### src/rtl/pipeline_hazard_ctrl.sv
// Stall/flush sequencer for the 5-stage pipeline: load-use stalls, taken-branch redirect with a
// multi-cycle flush window, whole-pipe freeze on data-memory busy, and saturating event counters.
//
// state | meaning
// RUN   | normal flow; taken branches and load-use hazards are evaluated
// FLUSH | wrong-path window after a taken branch; IF/ID and ID/EX are flushed
module pipeline_hazard_ctrl #(
   parameter int FLUSH_CYCLES = 2,
   parameter int CNT_W        = 32
) (
   input  logic             clk,
   input  logic             reset,
   input  logic             branch_valid,
   input  logic             branch_taken,
   input  logic [63:0]      branch_target,
   input  logic             idex_memread,
   input  logic [4:0]       idex_rd,
   input  logic [4:0]       ifid_rs1,
   input  logic [4:0]       ifid_rs2,
   input  logic             mem_busy,
   output logic             pc_write,
   output logic             ifid_write,
   output logic             pipe_write,
   output logic             ifid_flush,
   output logic             idex_flush,
   output logic             pc_src,
   output logic [63:0]      pc_redirect,
   output logic             flushing,
   output logic [CNT_W-1:0] branch_count,
   output logic [CNT_W-1:0] taken_count,
   output logic [CNT_W-1:0] stall_count
);

   localparam int FCNT_W = $clog2(FLUSH_CYCLES) + 1;
   localparam bit MULTI_FLUSH = (FLUSH_CYCLES > 1);
   localparam logic [FCNT_W-1:0] FCNT_INIT = FCNT_W'((FLUSH_CYCLES > 1) ? FLUSH_CYCLES - 2 : 0);

   typedef enum logic {
      RUN   = 1'b0,
      FLUSH = 1'b1
   } state_t;

   state_t            state_q, state_d;
   logic [FCNT_W-1:0] fcnt_q, fcnt_d;
   logic [CNT_W-1:0]  branch_cnt_q, branch_cnt_d;
   logic [CNT_W-1:0]  taken_cnt_q, taken_cnt_d;
   logic [CNT_W-1:0]  stall_cnt_q, stall_cnt_d;

   logic br_taken;
   logic hazard;
   logic run_active;
   logic stall_applied;

   function automatic logic [CNT_W-1:0] sat_inc(input logic [CNT_W-1:0] cnt, input logic en);
      return (en && (cnt != '1)) ? cnt + 1'b1 : cnt;
   endfunction

   assign br_taken   = branch_valid & branch_taken;
   assign hazard     = idex_memread & (idex_rd != 5'd0) &
                       ((idex_rd == ifid_rs1) | (idex_rd == ifid_rs2));
   // Only an unfrozen RUN cycle may act on branch or hazard inputs.
   assign run_active    = !mem_busy && (state_q == RUN);
   assign stall_applied = run_active && !br_taken && hazard;

   always_comb begin
      pc_write    = 1'b1;
      ifid_write  = 1'b1;
      pipe_write  = 1'b1;
      ifid_flush  = 1'b0;
      idex_flush  = 1'b0;
      pc_src      = 1'b0;
      pc_redirect = 64'd0;
      if (mem_busy) begin
         pc_write   = 1'b0;
         ifid_write = 1'b0;
         pipe_write = 1'b0;
      end else if (state_q == FLUSH) begin
         ifid_flush = 1'b1;
         idex_flush = 1'b1;
      end else if (br_taken) begin
         ifid_flush  = 1'b1;
         idex_flush  = 1'b1;
         pc_src      = 1'b1;
         pc_redirect = branch_target;
      end else if (hazard) begin
         pc_write   = 1'b0;
         ifid_write = 1'b0;
         idex_flush = 1'b1;
      end
   end

   always_comb begin
      state_d = state_q;
      fcnt_d  = fcnt_q;
      if (!mem_busy) begin
         if (state_q == FLUSH) begin
            if (fcnt_q == '0) begin
               state_d = RUN;
            end else begin
               fcnt_d = fcnt_q - 1'b1;
            end
         end else if (br_taken && MULTI_FLUSH) begin
            state_d = FLUSH;
            fcnt_d  = FCNT_INIT;
         end
      end
   end

   always_comb begin
      branch_cnt_d = sat_inc(branch_cnt_q, run_active && branch_valid);
      taken_cnt_d  = sat_inc(taken_cnt_q, run_active && br_taken);
      stall_cnt_d  = sat_inc(stall_cnt_q, stall_applied);
   end

   always_ff @(posedge clk or posedge reset) begin
      if (reset) begin
         state_q      <= RUN;
         fcnt_q       <= '0;
         branch_cnt_q <= '0;
         taken_cnt_q  <= '0;
         stall_cnt_q  <= '0;
      end else begin
         state_q      <= state_d;
         fcnt_q       <= fcnt_d;
         branch_cnt_q <= branch_cnt_d;
         taken_cnt_q  <= taken_cnt_d;
         stall_cnt_q  <= stall_cnt_d;
      end
   end

   assign flushing     = (state_q == FLUSH);
   assign branch_count = branch_cnt_q;
   assign taken_count  = taken_cnt_q;
   assign stall_count  = stall_cnt_q;

endmodule

### config.mk
export PLATFORM = sky130hd
export DESIGN_NAME = pipeline_hazard_ctrl
export DESIGN_NICKNAME = d
export VERILOG_FILES = /design/src/rtl/pipeline_hazard_ctrl.sv
export SDC_FILE = /design/constraint.sdc
export NUM_CORES = 1
export LEC_CHECK = 0
export CORE_MARGIN = 2
export CORE_UTILIZATION = 46
export DETAILED_ROUTE_END_ITERATION = 8
export DONT_BUFFER_PORTS = 1
export PLACE_DENSITY = 0.62
export SETUP_SLACK_MARGIN = 0.2
export SYNTH_ARGS = -nofsm -noshare
export SYNTH_HDL_FRONTEND = slang
export SYNTH_SLANG_ARGS = --single-unit
### constraint.sdc
create_clock -name clk -period 4.5 [get_ports clk]
set_input_delay 0.9 -clock clk [delete_from_list [all_inputs] [get_ports clk]]
set_output_delay 0.9 -clock clk [all_outputs]
set_load 0.05 [all_outputs]
==> results.cfg, run 1 <==
[pwr]
clock_power_share = 0.362
p_comb_frac = 0.098
power_mw = 2.220
powerDensity_mw_per_mm2 = 384.5
ir_drop_v = 0.0003465
power.leakage_nw = 2.525
p_int_mw = 1.471
p_switching_mw = 0.7493
swShare = 0.3375
p_seq_frac = 0.541

[logic_synthesis]
synthXorXnorAreaFrac = 0.1672
synth_adder_area_share = 0.009459
syn-cell-area_mm2 = 0.005291
synthMuxAreaShare = 0.01040
yosysSeqAreaShare = 0.4682
synthSimpleGateAreaFrac = 0.2996
synth-compound-area-share = 0.02246
synth.distinct_cells = 39
synthCells = 533
synth_top_family_by_area = simple AND/OR/NAND/NOR gates
synth_warnings = 0
ys_ff_latch = 99
syn_area_per_cell_um2 = 9.927
synthesis.nets = 622

[placement]
io_buffers = 0
place.gp.congestion = 0.8238
hpwl_mm = 10.87

[hold_path]
hold_path.class = reg2reg
min_from = fcnt_q[1]$_DFFE_PP0P_

[sta]
skew_ns = 0.008731
worstMarginPinSlew_ns = 0.9880
relSlewSlack = 0.3413
fin_crit_ns = 3.565
whs_ns = 0.4919
fmax_mhz = 280.5
slew_violations = 0
setup_viol = 0
fin_crit_sh = 0.7922
hold_viol_final = 0
rsz0062_at_grt = false
tns_ns = 0

[routing]
dr.pass1.iters = 4
wirelength_mm = 14.19
drtIter0Drc = 338
drcViolationCount = 0
ant_nets = 0
vias = 3938
wl_per_cell_um = 20.75
via_per_inst = 5.757

[setup_path]
path_buf_inv = 1
path_cells = nor2_1 -> nand3_1 -> inv_2 -> and2_1
cp-startpoint = flushing$_DFFE_PP0N_
reg2reg_from = stall_count[2]$_DFFE_PP0P_
critPathSlowestCell = dfrtp_1
critPathKind = reg2out
startpoint_type = register
arrival_ns = 2.66
worstPathRequired_ns = 3.60
critPathCaptureType = output pin
slowest_delay_ns = 0.62
crit_fanout = 67
path_delay_family = simple AND/OR/NAND/NOR gates

[finish]
multi_input_comb_area_mm2 = 0.002703
fillers = 1029
syn2layout_area_growth_pct = 9.127
final_nets = 622
seq_area_mm2 = 0.002477
drive_gt1_frac = 0.07621

[clock_tree]
postCtsSetupRepairBufs = 0
cts.sinks = 99
cts_resized = 0
cts_buffers = 9
cts_hold_repair.buffers = 0
htreeDepth = 3
cts.clk_slew.worst_paths_ns = 0.07
worstSkewPairLatency_ns = 0.35
cts_tree = done
clk_path_buf_depth = 2
root_buffer = clkbuf_16

[die]
dieArea_mm2 = 0.01238
start_util = 0.4674
die_y_um = 111.3
ios = 252
core_mm2 = 0.01132
row_count = 39
dieWidth_um = 111.3

[status]
run_status = finished clean

[grt]
top_usage_layer = met2
overflow = 0
met1_usage = 0.2613
grt_max_degree = 79
antenna_found_initial = 10
grt_pass1_vias = 3795
grt_use_met2 = 0.3650
grt.total_usage = 0.2267
grt_pass1_wl_mm = 21.62
use_met3 = 0.1093

[job]
drv_cap = 0
logic make-up (layout without fill, tap and decap cells):
logic type      count (synthesis)  after routing
compound gates                 15             15
xor+xnor                      101            101
fa+ha+maj                       4              4
buf+inv                        30             35
flops                          99             99
mux                             5              5
other cells                     0              3
simple gates                  279            279
cells in the mapped netlist (all sizes together):
master,count,area [µm²]
a21o,1,7.510
nand3,36,185.2
nor2,29,111.4
and2,70,437.9
xor2,30,262.8
a21oi,3,15.01
mux2i,1,10.01
mux2,4,45.04
ha,4,50.05
clkbuf,13,48.80
dfrtp,99,2477
nand4,48,306.5
o31a,1,8.760
o31ai,1,21.27
or3b,1,8.760
and4,7,61.31
inv,13,48.80
xnor2,71,621.9
or4,5,45.04
o21ai,5,25.02
a31oi,1,6.260
o211ai,1,7.510
nor4,6,43.79
a22oi,1,7.510
a211oi,1,20.02
buf,4,22.52
and3,21,131.4
or3,3,23.77
nor3,15,85.08
or2,1,6.260
nand2,37,138.9
area by class of cell:
cell class / count / area share
multi-input combinational: 404 / 0.4680
sequential: 99 / 0.4290
clock buffer: 12 / 0.04442
tap: 143 / 0.03099
clock inverter: 4 / 0.009534
inverter: 13 / 0.008884
timing repair buffer: 6 / 0.007801
antenna: 3 / 0.001300
through the flow:
| stage | cell area [µm²] | std cells | util | worst slack (ns) |
|---|---|---|---|---|
| after floorplan | 5291 | 533 | - | 0.7548 |
| after global placement | 5455 | 665 | 0.4819 | 1.229 |
| after detailed placement | 5455 | 665 | 0.4819 | 1.122 |
| after CTS | 5767 | 681 | 0.5094 | 0.9146 |
| after global routing | 5772 | 683 | 0.5098 | 0.7529 |
| final | 5774 | 684 | 0.5101 | 0.9351 |
power groups by stage:
stage               registers (mW)  clock network, mW  logic, mW
finish                        1.20              0.804      0.217
floorplan                     1.20                  0      0.187
CTS                           1.20              0.826      0.220
global placement              1.21                  0      0.213
detailed placement            1.22                  0      0.220
global route                  1.21              0.861      0.238
final timing paths:
path | to | slack (ns) | cells after the start
max | pc_redirect[46] | 0.94 | 4
min | fcnt_q[1]$_DFFE_PP0P_ | 0.49 | 2
max reg2reg | stall_count[1]$_DFFE_PP0P_ | 1.39 | 6
min reg2reg | fcnt_q[1]$_DFFE_PP0P_ | 0.49 | 2
max in group asynchronous | stall_count[5]$_DFFE_PP0P_ | 2.95 | 2
min in group asynchronous | branch_count[30]$_DFFE_PP0P_ | 0.66 | 1
flip-flops by register name, indices dropped and copies added (netlist names):
| register | count |
|---|---|
| taken_count | 32 |
| stall_count | 32 |
| fcnt_q | 2 |
| flushing | 1 |
| branch_count | 32 |
worst reg2reg max path: stages, from the launching register on:
cell,delay [ns]
dfrtp_1,0.73
and4_1,0.37
and4_1,0.39
nand3_1,0.12
or4_1,0.79
nand2_1,0.25
mux2_2,0.35
routing by layer:
metal,vias up,share of wire
met4,10,0.028
met2,158,0.49
li1,1837,-
met5,-,0.0047
met3,37,0.092
met1,1896,0.39
layout by cell type (no fill, tap or decap), drive strengths merged, types with 6 or more instances in the layout:
cell type,netlist,routed
and3,21,21
inv,13,15
dfrtp,99,99
nor4,6,6
xor2,30,30
and2,70,70
and4,7,7
clkbuf,13,12
nor2,29,29
nand4,48,48
buf,4,6
nand2,37,37
xnor2,71,71
nor3,15,15
nand3,36,36
Note: power is estimated with default switching activity, not from simulation.
==> run 2: changes to the inputs <==
PLACE_DENSITY = 0.64   (was 0.62)
clock period = 2.95 ns   (was 4.5 ns; I/O delays follow)
==> run 2 against run 1 <==
Combinational power grew to 4.2 times the previous value. Clock-buffer cell count stayed put. Sequential share of layout area is 9.9 points lower. First-iteration DRC count is 14% higher. Setup slack worse by 0.56 ns. Sequential power is 25% higher. Register-to-register slack worse by 0.92 ns. Cell count is 20% higher. Clock skew is 0.0052 ns lower. Global-route usage is 6.1 points higher. Critical path depth is 2 higher. Utilization is 15 points higher. Critical endpoint is now pc_redirect[8].
==> results.cfg, run 2 (same netlist as run 1, synthesis figures left out) <==
[status]
run_status = finished clean

[die]
die_y_um = 111.3
start_util = 0.4674
core_mm2 = 0.01132
dieArea_mm2 = 0.01238
ios = 252
row_count = 39
dieWidth_um = 111.3

[setup_path]
rrSetupSlack_ns = 0.47
critPathKind = reg2out
slowest_delay_ns = 0.43
reg2reg_depth = 7
arrival_ns = 1.99
reg2reg_to = taken_count[7]$_DFFE_PP0P_
critPathCaptureType = output pin
critPathSlowestCell = dfrtp_1
crit_fanout = 57
path_cells = nor2_1 -> nand3_1 -> inv_2 -> buf_12 -> and2_1 -> buf_12
startpoint_type = register
endpoint = pc_redirect[8]
cp-startpoint = flushing$_DFFE_PP0N_
crit_top_cell = buf_12
reg2reg_from = taken_count[0]$_DFFE_PP0P_
worstPathRequired_ns = 2.36

[finish]
layout.cells.non_filler = 823
fillers = 872
final_common_cell = dfrtp_1
utilization = 0.6638
layout_common_cells = dfrtp_1, buf_4, xnor2_1
seq_area_mm2 = 0.002477
syn2layout_area_growth_pct = 42.02
multi_input_comb_area_mm2 = 0.002713
drive_gt1_frac = 0.2659
final_nets = 761
final_area_mm2 = 0.007515

[routing]
ant_nets = 0
wl_per_cell_um = 21.17
dr.pass1.iters = 4
drcViolationCount = 0
wirelength_mm = 17.42
drtIter0Drc = 385
vias = 4606
via_per_inst = 5.597

[sta]
fin_crit_sh = 0.8730
hold_viol_final = 0
relSlewSlack = 0.4267
fmax_mhz = 388.3
worstMarginPinSlew_ns = 0.8599
tns_ns = 0
rsz0062_at_grt = false
setup_viol = 0
skew_ns = 0.003539
slew_violations = 0
fin_crit_ns = 2.575

[grt]
grt_pass1_wl_mm = 27.28
grt_max_degree = 58
grt.total_usage = 0.2874
grt_pass1_vias = 4640
overflow = 0
antenna_found_initial = 4

[clock_tree]
clk_path_buf_depth = 2
root_buffer = clkbuf_16
htreeDepth = 3
cts_buffers = 9
worstSkewPairLatency_ns = 0.35
cts_hold_repair.buffers = 0
cts_tree = done
cts.clk_slew.worst_paths_ns = 0.07
cts.sinks = 99

[pwr]
ir_drop_v = 0.0004706
powerDensity_mw_per_mm2 = 478.0
power.leakage_nw = 3.420

[placement]
io_buffers = 0
placed_area_mm2 = 0.007201
dp.cells = 803
place.gp.congestion = 0.9496
hpwl_mm = 13.87

[job]
drv_cap = 0

[hold_path]
hold_path.class = in2async
[run 2: cell count changes in the layout (fill, tap and decap cells not counted)]
| cell | before | now |
|---|---|---|
| nor2_2 | 1 | 2 |
| a21oi_2 | 1 | 0 |
| inv_4 | 1 | 0 |
| clkbuf_1 | 1 | 2 |
| buf_12 | 0 | 56 |
| a21oi_4 | 0 | 1 |
| buf_4 | 6 | 89 |
| clkinv_2 | 0 | 1 |
| nor2_1 | 28 | 27 |
| clkbuf_8 | 2 | 1 |
| inv_6 | 2 | 0 |
| clkinvlp_4 | 1 | 3 |
[run 2: worst max-delay path, delay by kind of cell, from the launching register on]
kind | cells | cell delay, ns
buffers and inverters | 3 | 0.51
flip-flops | 1 | 0.43
AND/OR/NAND/NOR | 3 | 0.67
[run 2: repair_timing]
item,4_1_cts,5_1_grt
resized for setup,0,1
hold endpoints to repair,0,0
buffers inserted,0,1
setup endpoints to repair,0,56
[run 2: how the worst min path moves through the flow]
stage | from | endpoint | slack (ns) | cells after the start
after floorplan | fcnt_q[1]$_DFFE_PP0P_ | fcnt_q[1]$_DFFE_PP0P_ | 0.45 | 2
after global routing | reset | branch_count[30]$_DFFE_PP0P_ | 0.25 | 1
after CTS | reset | branch_count[30]$_DFFE_PP0P_ | 0.22 | 1
after detailed placement | fcnt_q[0]$_DFFE_PP0P_ | fcnt_q[0]$_DFFE_PP0P_ | 0.49 | 1
final | reset | branch_count[6]$_DFFE_PP0P_ | 0.22 | 1
after global placement | fcnt_q[1]$_DFFE_PP0P_ | fcnt_q[1]$_DFFE_PP0P_ | 0.47 | 2
[run 2: routing by layer]
metal  up-vias  global-route usage  wire, µm
met5         -                   0        32
met2       204              0.4789      8634
met4         6              0.1276       748
li1       2112                   -         -
met3        42              0.1154      1622
met1      2242              0.3254      6387
[run 2: report_power, final]
group	switching (mW)	total [mW]	internal [mW]
Clock	0.508	1.19	0.680
Combinational	0.625	0.907	0.282
Sequential	0.0609	1.50	1.44
Total	1.19	3.59	2.40
[run 2: layout make-up]
type | count | area share
sequential | 99 | 0.3297
tap | 143 | 0.02381
antenna | 3 | 0.0009990
clock buffer | 12 | 0.03280
inverter | 13 | 0.006993
clock inverter | 4 | 0.006660
timing repair buffer | 145 | 0.2381
multi-input combinational | 404 | 0.3610
[run 2: metrics by stage]
stage          hold slack (ns)  worst slack (ns)  total power, mW
3_3_place_gp            0.4677            0.4408            2.396
3_5_place_dp            0.4906            0.3802            2.427
6_report                0.2159            0.3747            3.592
5_1_grt                 0.2493            0.1993            3.730
4_1_cts                 0.2219            0.2622            3.610
2_1_floorplan           0.4487            0.2929            2.112
